<file path="config.mk">
export PLATFORM = sky130hd
export DESIGN_NAME = axi_frame_sched_flat
export DESIGN_NICKNAME = d
export VERILOG_FILES = /design/src/rtl/axi_frame_sched_if.sv /design/src/rtl/axi_frame_sched.sv /design/src/flat_wrapper.sv
export SDC_FILE = /design/constraint.sdc
export NUM_CORES = 1
export LEC_CHECK = 0
export CAP_MARGIN = 20
export CORE_MARGIN = 10
export CORE_UTILIZATION = 48
export CTS_BUF_LIST = sky130_fd_sc_hd__clkbuf_4 sky130_fd_sc_hd__clkbuf_8
export DETAILED_ROUTE_END_ITERATION = 8
export PLACE_DENSITY = 0.82
export SETUP_SLACK_MARGIN = 0.15
export SLEW_MARGIN = 30
export SYNTH_ARGS = -nofsm -noshare
export SYNTH_HDL_FRONTEND = slang
export SYNTH_SLANG_ARGS = --single-unit
</file>
<file path="constraint.sdc">
create_clock -name clk_i -period 2.23 [get_ports clk_i]
set_input_delay 0.5575 -clock clk_i [delete_from_list [all_inputs] [get_ports clk_i]]
set_output_delay 0.5575 -clock clk_i [all_outputs]
set_load 0.01 [all_outputs]
</file>
<file path="src/rtl/axi_frame_sched_if.sv">
// ----------------------------------------------------------------------------
// axi_frame_sched_if
// Address-side handshake bundle between the frame burst scheduler and the
// HP0 AXI interconnect.
//   aw_valid/aw_ready/aw_addr : write address channel
//   ar_valid/ar_ready/ar_addr : read address channel
//   b_done                    : one write response accepted (BVALID&BREADY)
//   r_done                    : last read beat accepted (RVALID&RREADY&RLAST)
// master = scheduler side, slave = interconnect / data mover side.
// ----------------------------------------------------------------------------
interface axi_frame_sched_if;
    logic        aw_valid;
    logic        aw_ready;
    logic [31:0] aw_addr;
    logic        ar_valid;
    logic        ar_ready;
    logic [31:0] ar_addr;
    logic        b_done;
    logic        r_done;

    modport master (
        output aw_valid,
        output aw_addr,
        output ar_valid,
        output ar_addr,
        input  aw_ready,
        input  ar_ready,
        input  b_done,
        input  r_done
    );

    modport slave (
        input  aw_valid,
        input  aw_addr,
        input  ar_valid,
        input  ar_addr,
        output aw_ready,
        output ar_ready,
        output b_done,
        output r_done
    );
endinterface

</file>
<file path="src/rtl/axi_frame_sched.sv">
// ----------------------------------------------------------------------------
// axi_frame_sched
// Burst scheduler for the DDR frame delay path. Shares one AXI address path
// between capture (AW) and playback (AR), computes burst addresses, tracks
// outstanding bursts and rotates three frame slots on every vsync.
// Ports:
//   clk_i, rst_ni        pixel clock, async active-low reset
//   wen_i, ren_i         capture / playback enable (gate new grants only)
//   vs_i                 vsync level, rising edge = frame boundary
//   wr_level_i           beats held in the capture FIFO
//   rd_free_i            free beats in the playback FIFO
//   bus                  AW/AR handshake plus B/R completion strobes
//   wr_issue_o           1-cycle pulse after an AW is accepted
//   rd_issue_o           1-cycle pulse after an AR is accepted
//   frame_err_o          1-cycle pulse when vsync finds the write frame short
// ----------------------------------------------------------------------------
module axi_frame_sched #(
    parameter int unsigned H_WIDTH      = 1920,
    parameter int unsigned V_HEIGHT     = 1080,
    parameter logic [31:0] BASE_ADDR    = 32'h1000_0000,
    parameter logic [31:0] FRAME_STRIDE = 32'h0080_0000,
    parameter int unsigned BURST_LEN    = 16,
    parameter int unsigned MAX_OUT      = 4
) (
    input  logic                     clk_i,
    input  logic                     rst_ni,
    input  logic                     wen_i,
    input  logic                     ren_i,
    input  logic                     vs_i,
    input  logic [9:0]               wr_level_i,
    input  logic [9:0]               rd_free_i,
    axi_frame_sched_if.master        bus,
    output logic                     wr_issue_o,
    output logic                     rd_issue_o,
    output logic                     frame_err_o
);

    localparam int unsigned CNT_W       = 17;
    localparam int unsigned OUT_W       = $clog2(MAX_OUT + 1);
    localparam int unsigned BPF         = (H_WIDTH * V_HEIGHT) / (2 * BURST_LEN);
    localparam logic [CNT_W-1:0] BPF_C  = CNT_W'(BPF);
    localparam logic [OUT_W-1:0] MAX_C  = OUT_W'(MAX_OUT);
    localparam logic [31:0] BURST_BYTES = 32'(BURST_LEN * 8);
    localparam logic [9:0]  LVL_BURST   = 10'(BURST_LEN);
    localparam logic [9:0]  LVL_URGENT  = 10'(4 * BURST_LEN);
    localparam logic [10:0] NEED_UNIT   = 11'(BURST_LEN);

    localparam logic [1:0] S_IDLE   = 2'd0;
    localparam logic [1:0] S_W_ADDR = 2'd1;
    localparam logic [1:0] S_R_ADDR = 2'd2;

    // Registered state
    logic [1:0]       state,      state_n;
    logic             aw_valid_q, aw_valid_n;
    logic [31:0]      aw_addr_q,  aw_addr_n;
    logic             ar_valid_q, ar_valid_n;
    logic [31:0]      ar_addr_q,  ar_addr_n;
    logic             wr_issue_q, wr_issue_n;
    logic             rd_issue_q, rd_issue_n;
    logic             frame_err_q, frame_err_n;
    logic [1:0]       wr_slot,    wr_slot_n;
    logic [1:0]       done_slot,  done_slot_n;
    logic             done_vld,   done_vld_n;
    logic [1:0]       rd_slot,    rd_slot_n;
    logic [CNT_W-1:0] wr_cnt,     wr_cnt_n;
    logic [CNT_W-1:0] rd_cnt,     rd_cnt_n;
    logic [OUT_W-1:0] wr_out,     wr_out_n;
    logic [OUT_W-1:0] rd_out,     rd_out_n;
    logic             rr,         rr_n;
    logic             pend,       pend_n;
    logic             vs_q;

    // Decode helpers
    logic             vs_rise;
    logic             w_ok;
    logic             r_ok;
    logic             urgent;
    logic             grant_w;
    logic             grant_r;
    logic             wr_acc;
    logic             rd_acc;
    logic [10:0]      rd_need;

    assign bus.aw_valid = aw_valid_q;
    assign bus.aw_addr  = aw_addr_q;
    assign bus.ar_valid = ar_valid_q;
    assign bus.ar_addr  = ar_addr_q;
    assign wr_issue_o   = wr_issue_q;
    assign rd_issue_o   = rd_issue_q;
    assign frame_err_o  = frame_err_q;

    // DDR byte address of burst 'cnt' within frame slot 'slot' (32-bit wrap)
    function automatic logic [31:0] burst_addr(input logic [1:0] slot,
                                               input logic [CNT_W-1:0] cnt);
        burst_addr = BASE_ADDR + (32'(slot) * FRAME_STRIDE) + (32'(cnt) * BURST_BYTES);
    endfunction

    // Lowest slot index that is neither of the two slots in use
    function automatic logic [1:0] pick_slot(input logic [1:0] a, input logic [1:0] b);
        if ((a != 2'd0) && (b != 2'd0)) begin
            pick_slot = 2'd0;
        end else if ((a != 2'd1) && (b != 2'd1)) begin
            pick_slot = 2'd1;
        end else begin
            pick_slot = 2'd2;
        end
    endfunction

    // Eligibility and arbitration
    always_comb begin
        vs_rise = vs_i & ~vs_q;
        rd_need = NEED_UNIT * (11'(rd_out) + 11'd1);
        w_ok    = wen_i & (wr_level_i >= LVL_BURST) & (wr_out < MAX_C)
                & (wr_cnt < BPF_C) & ~pend;
        r_ok    = ren_i & done_vld & ({1'b0, rd_free_i} >= rd_need)
                & (rd_cnt < BPF_C) & ~pend;
        urgent  = wr_level_i >= LVL_URGENT;
        grant_w = w_ok & (~r_ok | ~rr | urgent);
        grant_r = r_ok & ~grant_w;
        wr_acc  = (state == S_W_ADDR) & bus.aw_ready;
        rd_acc  = (state == S_R_ADDR) & bus.ar_ready;
    end

    // Next-state and registered-output logic
    always_comb begin
        state_n     = state;
        aw_valid_n  = aw_valid_q;
        aw_addr_n   = aw_addr_q;
        ar_valid_n  = ar_valid_q;
        ar_addr_n   = ar_addr_q;
        wr_issue_n  = wr_acc;
        rd_issue_n  = rd_acc;
        frame_err_n = 1'b0;
        wr_slot_n   = wr_slot;
        done_slot_n = done_slot;
        done_vld_n  = done_vld;
        rd_slot_n   = rd_slot;
        wr_cnt_n    = wr_cnt;
        rd_cnt_n    = rd_cnt;
        rr_n        = rr;
        // A rising edge seen while pend is already set is simply absorbed
        pend_n      = pend | vs_rise;

        case (state)
            S_IDLE: begin
                if (pend) begin
                    // Frame boundary: rotate slots and restart both counters
                    if (wr_cnt == BPF_C) begin
                        done_slot_n = wr_slot;
                        done_vld_n  = 1'b1;
                    end else begin
                        frame_err_n = 1'b1;
                    end
                    rd_slot_n = done_slot_n;
                    wr_slot_n = pick_slot(done_slot_n, rd_slot);
                    wr_cnt_n  = '0;
                    rd_cnt_n  = '0;
                    pend_n    = 1'b0;
                end else if (grant_w) begin
                    state_n    = S_W_ADDR;
                    aw_valid_n = 1'b1;
                    aw_addr_n  = burst_addr(wr_slot, wr_cnt);
                    rr_n       = ~rr;
                end else if (grant_r) begin
                    state_n    = S_R_ADDR;
                    ar_valid_n = 1'b1;
                    ar_addr_n  = burst_addr(rd_slot, rd_cnt);
                    rr_n       = ~rr;
                end
            end
            S_W_ADDR: begin
                if (bus.aw_ready) begin
                    state_n    = S_IDLE;
                    aw_valid_n = 1'b0;
                    wr_cnt_n   = wr_cnt + CNT_W'(1);
                end
            end
            S_R_ADDR: begin
                if (bus.ar_ready) begin
                    state_n    = S_IDLE;
                    ar_valid_n = 1'b0;
                    rd_cnt_n   = rd_cnt + CNT_W'(1);
                end
            end
            default: begin
                state_n    = S_IDLE;
                aw_valid_n = 1'b0;
                ar_valid_n = 1'b0;
            end
        endcase
    end

    // Outstanding-burst counters: simultaneous inc/dec cancels, no underflow
    always_comb begin
        wr_out_n = wr_out;
        case ({wr_acc, bus.b_done})
            2'b10:   wr_out_n = wr_out + OUT_W'(1);
            2'b01:   if (wr_out != '0) wr_out_n = wr_out - OUT_W'(1);
            default: wr_out_n = wr_out;
        endcase

        rd_out_n = rd_out;
        case ({rd_acc, bus.r_done})
            2'b10:   rd_out_n = rd_out + OUT_W'(1);
            2'b01:   if (rd_out != '0) rd_out_n = rd_out - OUT_W'(1);
            default: rd_out_n = rd_out;
        endcase
    end

    // State register
    always_ff @(posedge clk_i or negedge rst_ni) begin
        if (!rst_ni) begin
            state       <= S_IDLE;
            aw_valid_q  <= 1'b0;
            aw_addr_q   <= '0;
            ar_valid_q  <= 1'b0;
            ar_addr_q   <= '0;
            wr_issue_q  <= 1'b0;
            rd_issue_q  <= 1'b0;
            frame_err_q <= 1'b0;
            wr_slot     <= 2'd0;
            done_slot   <= 2'd0;
            done_vld    <= 1'b0;
            rd_slot     <= 2'd0;
            wr_cnt      <= '0;
            rd_cnt      <= '0;
            wr_out      <= '0;
            rd_out      <= '0;
            rr          <= 1'b0;
            pend        <= 1'b0;
            vs_q        <= 1'b0;
        end else begin
            state       <= state_n;
            aw_valid_q  <= aw_valid_n;
            aw_addr_q   <= aw_addr_n;
            ar_valid_q  <= ar_valid_n;
            ar_addr_q   <= ar_addr_n;
            wr_issue_q  <= wr_issue_n;
            rd_issue_q  <= rd_issue_n;
            frame_err_q <= frame_err_n;
            wr_slot     <= wr_slot_n;
            done_slot   <= done_slot_n;
            done_vld    <= done_vld_n;
            rd_slot     <= rd_slot_n;
            wr_cnt      <= wr_cnt_n;
            rd_cnt      <= rd_cnt_n;
            wr_out      <= wr_out_n;
            rd_out      <= rd_out_n;
            rr          <= rr_n;
            pend        <= pend_n;
            vs_q        <= vs_i;
        end
    end

endmodule

</file>
<file path="src/flat_wrapper.sv">
// flat-port wrapper written by rule: the top's interface ports become plain ports
module axi_frame_sched_flat 
#(
    parameter int unsigned H_WIDTH      = 1920,
    parameter int unsigned V_HEIGHT     = 1080,
    parameter logic [31:0] BASE_ADDR    = 32'h1000_0000,
    parameter logic [31:0] FRAME_STRIDE = 32'h0080_0000,
    parameter int unsigned BURST_LEN    = 16,
    parameter int unsigned MAX_OUT      = 4
)
  (clk_i, rst_ni, wen_i, ren_i, vs_i, wr_level_i, rd_free_i, wr_issue_o, rd_issue_o, frame_err_o, bus_aw_valid, bus_aw_addr, bus_ar_valid, bus_ar_addr, bus_aw_ready, bus_ar_ready, bus_b_done, bus_r_done);
  axi_frame_sched_if bus_i ();
  input  logic clk_i;
  input  logic rst_ni;
  input  logic wen_i;
  input  logic ren_i;
  input  logic vs_i;
  input  logic [9:0] wr_level_i;
  input  logic [9:0] rd_free_i;
  output logic wr_issue_o;
  output logic rd_issue_o;
  output logic frame_err_o;
  output wire logic [$bits(bus_i.aw_valid)-1:0] bus_aw_valid;
  output wire logic [$bits(bus_i.aw_addr)-1:0] bus_aw_addr;
  output wire logic [$bits(bus_i.ar_valid)-1:0] bus_ar_valid;
  output wire logic [$bits(bus_i.ar_addr)-1:0] bus_ar_addr;
  input wire logic [$bits(bus_i.aw_ready)-1:0] bus_aw_ready;
  input wire logic [$bits(bus_i.ar_ready)-1:0] bus_ar_ready;
  input wire logic [$bits(bus_i.b_done)-1:0] bus_b_done;
  input wire logic [$bits(bus_i.r_done)-1:0] bus_r_done;
  assign bus_aw_valid = bus_i.aw_valid;
  assign bus_aw_addr = bus_i.aw_addr;
  assign bus_ar_valid = bus_i.ar_valid;
  assign bus_ar_addr = bus_i.ar_addr;
  assign bus_i.aw_ready = bus_aw_ready;
  assign bus_i.ar_ready = bus_ar_ready;
  assign bus_i.b_done = bus_b_done;
  assign bus_i.r_done = bus_r_done;
  axi_frame_sched #(.H_WIDTH(H_WIDTH), .V_HEIGHT(V_HEIGHT), .BASE_ADDR(BASE_ADDR), .FRAME_STRIDE(FRAME_STRIDE), .BURST_LEN(BURST_LEN), .MAX_OUT(MAX_OUT)) u_core (.clk_i(clk_i), .rst_ni(rst_ni), .wen_i(wen_i), .ren_i(ren_i), .vs_i(vs_i), .wr_level_i(wr_level_i), .rd_free_i(rd_free_i), .bus(bus_i), .wr_issue_o(wr_issue_o), .rd_issue_o(rd_issue_o), .frame_err_o(frame_err_o));
endmodule
</file>
---- Yosys cells after proc, flatten, opt, wreduce, memory -nomap -nowiden ----
Cells that the tools add are included.
storage, ports and cells
  register bits after elaboration ......... 119
  latch bits .............................. 0
  bits in writable memories ............... 0
  bits in read-only memories .............. 0
  input bits .............................. 29
  output and inout port bits .............. 69
  word-level logic and storage cells ...... 137
  memories ................................ 0
cells by class
  add/sub/neg operators ................... 11
  $mul .................................... 0
  div/mod/pow operators ................... 0
  $lt $le $gt $ge ......................... 6
  eq/ne operators ......................... 19
  shift-type cells ........................ 0
  mux-type cells .......................... 36
  bitwise logic cells ..................... 23
  reductions and logical operators ........ 24
operator list
  operator                                                             number
  case mux 17 bit (2 select lines)                                     2
  adder 32 x 24 -> 32 bit                                              2
  adder 29 x 25 -> 30 bit (first input constant)                       2
  two-way mux 17 bit                                                   3
  adder 17 x 1 -> 17 bit (second input constant)                       2
  less-than comparator 17 x 16 -> 1 bit (second input constant)        2
  two-way mux 2 bit                                                    10
  equality test 17 x 16 -> 1 bit (second input constant)               1
  AND reduction 3 bit                                                  5
  two-way mux 1 bit                                                    14
  != test 2 x 1 -> 1 bit (second input constant)                       7
  nonzero test 2 bit                                                   7
  AND 1 bit                                                            13
  case mux 3 bit (2 select lines)                                      2
  AND reduction 4 bit                                                  3
  greater-or-equal comparator 10 x 11 -> 1 bit                         1
  greater-or-equal comparator 10 x 5 -> 1 bit (second input constant)  1
  greater-or-equal comparator 10 x 7 -> 1 bit (second input constant)  1
  != test 2 bit (second input constant)                                4
  inverter 1 bit                                                       7
  adder 3 x 1 -> 3 bit (second input constant)                         2
  equality test 2 x 1 -> 1 bit (second input constant)                 3
  equality test 2 bit (second input constant)                          3
  two-way mux 3 bit                                                    2
  12 further kinds                                                     20

---- Longest topological paths before layout ----
  word-level depth ........................ 15
  mapped depth ............................ 10

---- Least setup slack after synthesis ----
Ideal clock, no wire load.
  path type ............................... flip-flop to flip-flop
  start ................................... register u_core.rd_out[0]
  end ..................................... register u_core.aw_addr_q[10] (netlist: u_core.bus.aw_addr[10])
  arrival ................................. 2.086 ns
  setup slack ............................. 0.019 ns
  cell stages (with the launch flop) ...... 11
  cell sequence ........................... dfrtp_1 -> inv_1 -> ha_1 -> inv_1 -> ha_1 -> nand4_1 -> o21ai_2 -> o21ai_1 -> o21ai_2 -> buf_6 -> mux2_4
on the way
  word-level cells in the longest chain between the ends .. 10
ends and longest elaborated chain
  element                                       line                    RTL
  from (decl)                                   axi_frame_sched.sv:68   logic [OUT_W-1:0] rd_out, rd_out_n;
  from (signal assigned)                        axi_frame_sched.sv:248  rd_out <= rd_out_n;
  adder 3 x 1 -> 4 bit                          axi_frame_sched.sv:112  rd_need = NEED_UNIT * (11'(rd_out) + 11'd1);
  via u_core.rd_need[4]                         axi_frame_sched.sv:82   logic [10:0] rd_need;
  greater-or-equal comparator 10 x 11 -> 1 bit  axi_frame_sched.sv:115  r_ok = ren_i & done_vld & ({1'b0, rd_free_i} >= rd_need)
  AND 1 bit                                     axi_frame_sched.sv:115
  AND 1 bit (2 in a row)                        axi_frame_sched.sv:116  & (rd_cnt < BPF_C) & ~pend;
  inverter 1 bit                                axi_frame_sched.sv:118  grant_w = w_ok & (~r_ok | ~rr | urgent);
  OR 1 bit (2 in a row)                         axi_frame_sched.sv:118
  AND 1 bit                                     axi_frame_sched.sv:118
  AND reduction 3 bit (no line)                 -
  to (signal assigned)                          axi_frame_sched.sv:235  aw_addr_q <= aw_addr_n;
  to (decl)                                     axi_frame_sched.sv:55   logic [31:0] aw_addr_q, aw_addr_n;
The timed path passes the listed nets, and every way through them passes these cells.
A chain may end at the register's enable or synchronous reset.

---- Worst setup path in the final report ----
  start ................................... input rd_free_i[1]
  end ..................................... register u_core.aw_addr_q[20] (netlist: u_core.bus.aw_addr[20])
on the way
  word-level cells in the longest chain between the ends .. 9
ends and longest elaborated chain
  element                                       line                    RTL
  from (decl)                                   flat_wrapper.sv:19      input logic [9:0] rd_free_i;
  greater-or-equal comparator 10 x 11 -> 1 bit  axi_frame_sched.sv:115
  AND 1 bit                                     axi_frame_sched.sv:115
  AND 1 bit (2 in a row)                        axi_frame_sched.sv:116
  inverter 1 bit                                axi_frame_sched.sv:118
  OR 1 bit (2 in a row)                         axi_frame_sched.sv:118
  AND 1 bit                                     axi_frame_sched.sv:118
  AND reduction 3 bit (no line)                 -
No other way between the ends.

==> flow_metrics.env <==
export IMPL_cap_violations=0
export IMPL_wl_per_cell_um=17.7
export IMPL_ff2ff_setup_slack_ps=-20
export IMPL_ys_ff_latch=95
export IMPL_ctsHtreeMaxLevel=3
export IMPL_final_setup_worst_slack_ps=-34.9
export IMPL_critical_path_startpoint="rd_free_i[1]"
export IMPL_report_final_setup_viol=19
export IMPL_worstPathMaxFanout=8
export IMPL_post_route_period_util_pct=102
export IMPL_synth_sequential_area_ratio_pct=48.4
export IMPL_critPathCaptureType="flop"
export IMPL_ff_to_ff_end="u_core.bus.aw_addr[20]$_DFFE_PN0P_"
export IMPL_number_of_antenna_violations_at_the_first_check_in_global_routing=0
export IMPL_number_of_nets_in_the_layout=585
export IMPL_synth_cell_area_um2=4910
export IMPL_per_cell_via_count_in_the_routed_design=5.45
export IMPL_drt_first_pass_iters=5
export IMPL_multi_input_comb_area_um2=2390
export IMPL_fmax_mhz=442
export IMPL_worstPathRequired_ps=2480
export IMPL_slew_violations=0
export IMPL_clkPwrFrac_pct=24.2
export IMPL_postSynth_asyncResetShare_pct=100
export IMPL_drt_iter0_drc=229
export IMPL_combinationalPowerShare_pct=30.5
export IMPL_power_switching_fraction_pct=32.8
export IMPL_worstHoldPathType="in2async"
export IMPL_reg2reg_from="u_core.rd_out[1]$_DFFE_PN0P_"
export IMPL_largest_net_degree_at_the_start_of_global_routing=38
export IMPL_synth_top_flop_cell="sky130_fd_sc_hd__dfrtp_1"
export IMPL_violated_checks="negative setup slack"
export IMPL_instances_no_fill=679
export IMPL_initial_utilization_pct=49.8
export IMPL_power_frac_seq_pct=45.4
export IMPL_reg2reg_depth=10
export IMPL_synth_avg_cell_area_um2=11.1
export IMPL_grt_ovfl_total=0
export IMPL_numPortBuffers=69
export IMPL_drive_above_1_share_pct=22.5
export IMPL_synth_yosys_warnings=0
export IMPL_first_global_vias=3991
export IMPL_commonest_cells_after_routing_fill_and_taps_aside="sky130_fd_sc_hd__dfrtp_1 (95), sky130_fd_sc_hd__clkdlybuf4s50_1 (68), sky130_fd_sc_hd__mux2_4 (37)"
export IMPL_synth_top_cells_by_area="sky130_fd_sc_hd__dfrtp_1 (48%), sky130_fd_sc_hd__mux2_4 (11%), sky130_fd_sc_hd__buf_4 (3.7%), sky130_fd_sc_hd__ha_1 (3.3%), sky130_fd_sc_hd__xnor2_1 (3.2%)"
export IMPL_tritoncts_num_buffers=9
export IMPL_startpoint_type="primary input"
export IMPL_wirelength_um=12000
export IMPL_drc_errors=0
export IMPL_hold_viol_final=0
export IMPL_cellPowerDensity_nw_per_um2=713
export IMPL_fin_crit_ps=2260
export IMPL_drt_antenna_violating_nets=0
export IMPL_ir_worst_vdd_v=0.000321
export IMPL_num_rows=36
export IMPL_synth_edf_count=0
export IMPL_grt_setup_unrepaired="true"
export IMPL_fp_dieArea_um2=14700
export IMPL_synth_distinct_cells=55
export IMPL_grt_usage_pct=15.9
export IMPL_antenna_diode_count=0
export IMPL_design_portCount=98
export IMPL_cts_num_sinks=95
export IMPL_synthCells=444
export IMPL_layout_area_overhead_vs_synth_pct=26.7
export IMPL_outcome="complete, but fails checks"
export IMPL_clk_transition_reported_paths_ps=90
export IMPL_cts_tree="built"
export IMPL_crit_arrival_ps=2520
export IMPL_placed_cells=658
export IMPL_global_route_wire_length_before_repair_um=19100
export IMPL_layout_cells_most_common="sky130_fd_sc_hd__dfrtp_1"
export IMPL_synth_top_cell_by_area="sky130_fd_sc_hd__dfrtp_1"
export IMPL_synth_top_area_share_pct=48.4
export IMPL_timing_worst_setup_path_type="in2reg"
export IMPL_dp_slack_ps=-404
export IMPL_clock_root_buffer="sky130_fd_sc_hd__clkbuf_8"
export IMPL_finalPower_uw=4440
export IMPL_globalplace_congestion=0.802
export IMPL_fillCellCount=734
export IMPL_worst_skew_pair_late_latency_ps=370
export IMPL_total_switching_power_uw=1460
export IMPL_chip_height_um=121
export IMPL_total_leakage_power_uw=0.00291
export IMPL_dieWidth_um=121
export IMPL_internal_power_uw=2980
export IMPL_seq_area_um2=2380
export IMPL_buffer_levels_on_the_longest_clock_path=2
export IMPL_setup_skew_after_layout_ps=14.4
export IMPL_vias=3702
export IMPL_core_um2=9860
export IMPL_dpl_hpwl_um=8650
export IMPL_setup_worst_path_end="u_core.bus.aw_addr[20]$_DFFE_PN0P_"
export IMPL_cts_hold_repair_buffers=0
-- worst max-delay path, stage by stage --
cell and delay [ps]:
sky130_fd_sc_hd__clkdlybuf4s50_1 390, sky130_fd_sc_hd__or4_4 540, sky130_fd_sc_hd__o21ai_2 170, sky130_fd_sc_hd__o21ai_1 80, sky130_fd_sc_hd__o21ai_2 190, sky130_fd_sc_hd__buf_6 140, sky130_fd_sc_hd__buf_12 130, sky130_fd_sc_hd__mux2_4 300
-- through the flow --
stage / setup TNS [ps] / utilization, % / hold WS (ps) / instance area (µm²)
detailed placement: -16340 / 59.4 / 429 / 5860
floorplan: 0 / - / 262 / 5030
finish: -415 / 63.1 / 110 / 6220
global placement: -15210 / 59.4 / 422 / 5860
global route: -3210 / 63.1 / 126 / 6220
CTS: -986 / 61.9 / 123 / 6100
-- final cells by class --
class / count / area share (%)
Clock inverter: 4 / 0.462
Inverter: 17 / 1.03
Timing Repair Buffer: 105 / 16.8
Clock buffer: 12 / 2.45
Multi-Input combinational cell: 313 / 38.3
Sequential cell: 95 / 38.2
Tap cell: 133 / 2.67
-- how the worst min path moves through the flow --
stage,startpoint,endpoint,slack (ps)
floorplan,rst_ni,u_core.bus.ar_addr[10]$_DFFE_PN0P_,260
global placement,u_core.vs_q$_DFF_PN0_,u_core.pend$_DFF_PN0_,420
detailed placement,u_core.vs_q$_DFF_PN0_,u_core.pend$_DFF_PN0_,430
CTS,rst_ni,u_core.bus.ar_addr[14]$_DFFE_PN0P_,120
global route,rst_ni,u_core.bus.ar_addr[14]$_DFFE_PN0P_,130
finish,rst_ni,u_core.bus.ar_addr[14]$_DFFE_PN0P_,110
-- sequential cells by signal (all words and copies together) (netlist names), 2 cells and up --
signal and flops:
u_core.wr_slot 2, u_core.rd_cnt 17, u_core.wr_out 3, u_core.rd_out 3, u_core.wr_cnt 17, u_core.state 2, u_core.done_slot 2, u_core.bus.aw_addr 20
u_core.bus.ar_addr 20
-- synthesized netlist by cell type, drive strengths merged (2+ instances only) --
library cell / n
nand4: 10
clkbuf: 11
nand2: 32
fa: 2
o211ai: 4
ha: 13
o31a: 2
nor3: 8
inv: 16
buf: 31
a21oi: 10
dfrtp: 95
and3: 5
or2: 2
and4: 3
or4: 3
nor2: 34
mux2: 42
a22o: 3
nor4: 9
o2111ai: 2
o21ai: 25
o41ai: 2
xor2: 3
xnor2: 18
nand3: 21
or3: 3
nor4bb: 2
mux2i: 4
o31ai: 4
nand3b: 2
nand2b: 8
a31oi: 2
-- cell families after synthesis --
| logic type | synth area share [%] |
|---|---|
| xor gates and xnor gates | 3.75 |
| AOI/OAI and AO/OA | 8.10 |
| adders and majority gates | 4.13 |
| DFF | 48.4 |
| buffers and inverters | 7.13 |
| other | 0.0764 |
| and+or+nand+nor | 15.3 |
| muxes | 13.1 |
-- per-layer routing --
layer  part of all wire [%]  global-route usage, %
met3                    6.7                   4.00
met4                    2.5                   5.81
met2                     51                   27.2
met5                      0                      0
met1                     40                   18.9
-- power by group through the flow --
stage	clock network (µW)	registers (µW)	logic [µW]
6_report	1070	2010	1350
5_1_grt	1150	2030	1510
4_1_cts	1080	2010	1280
3_5_place_dp	0	2040	1200
3_3_place_gp	0	2030	1110
2_1_floorplan	0	2010	759
-- what timing repair did --
item,in CTS,in global routing
cloned,1,1
buffers inserted,2,1
gates resized for setup,7,18
setup endpoints to repair,38,56
pin swaps,6,8
Power figures use the tool's default switching activity.
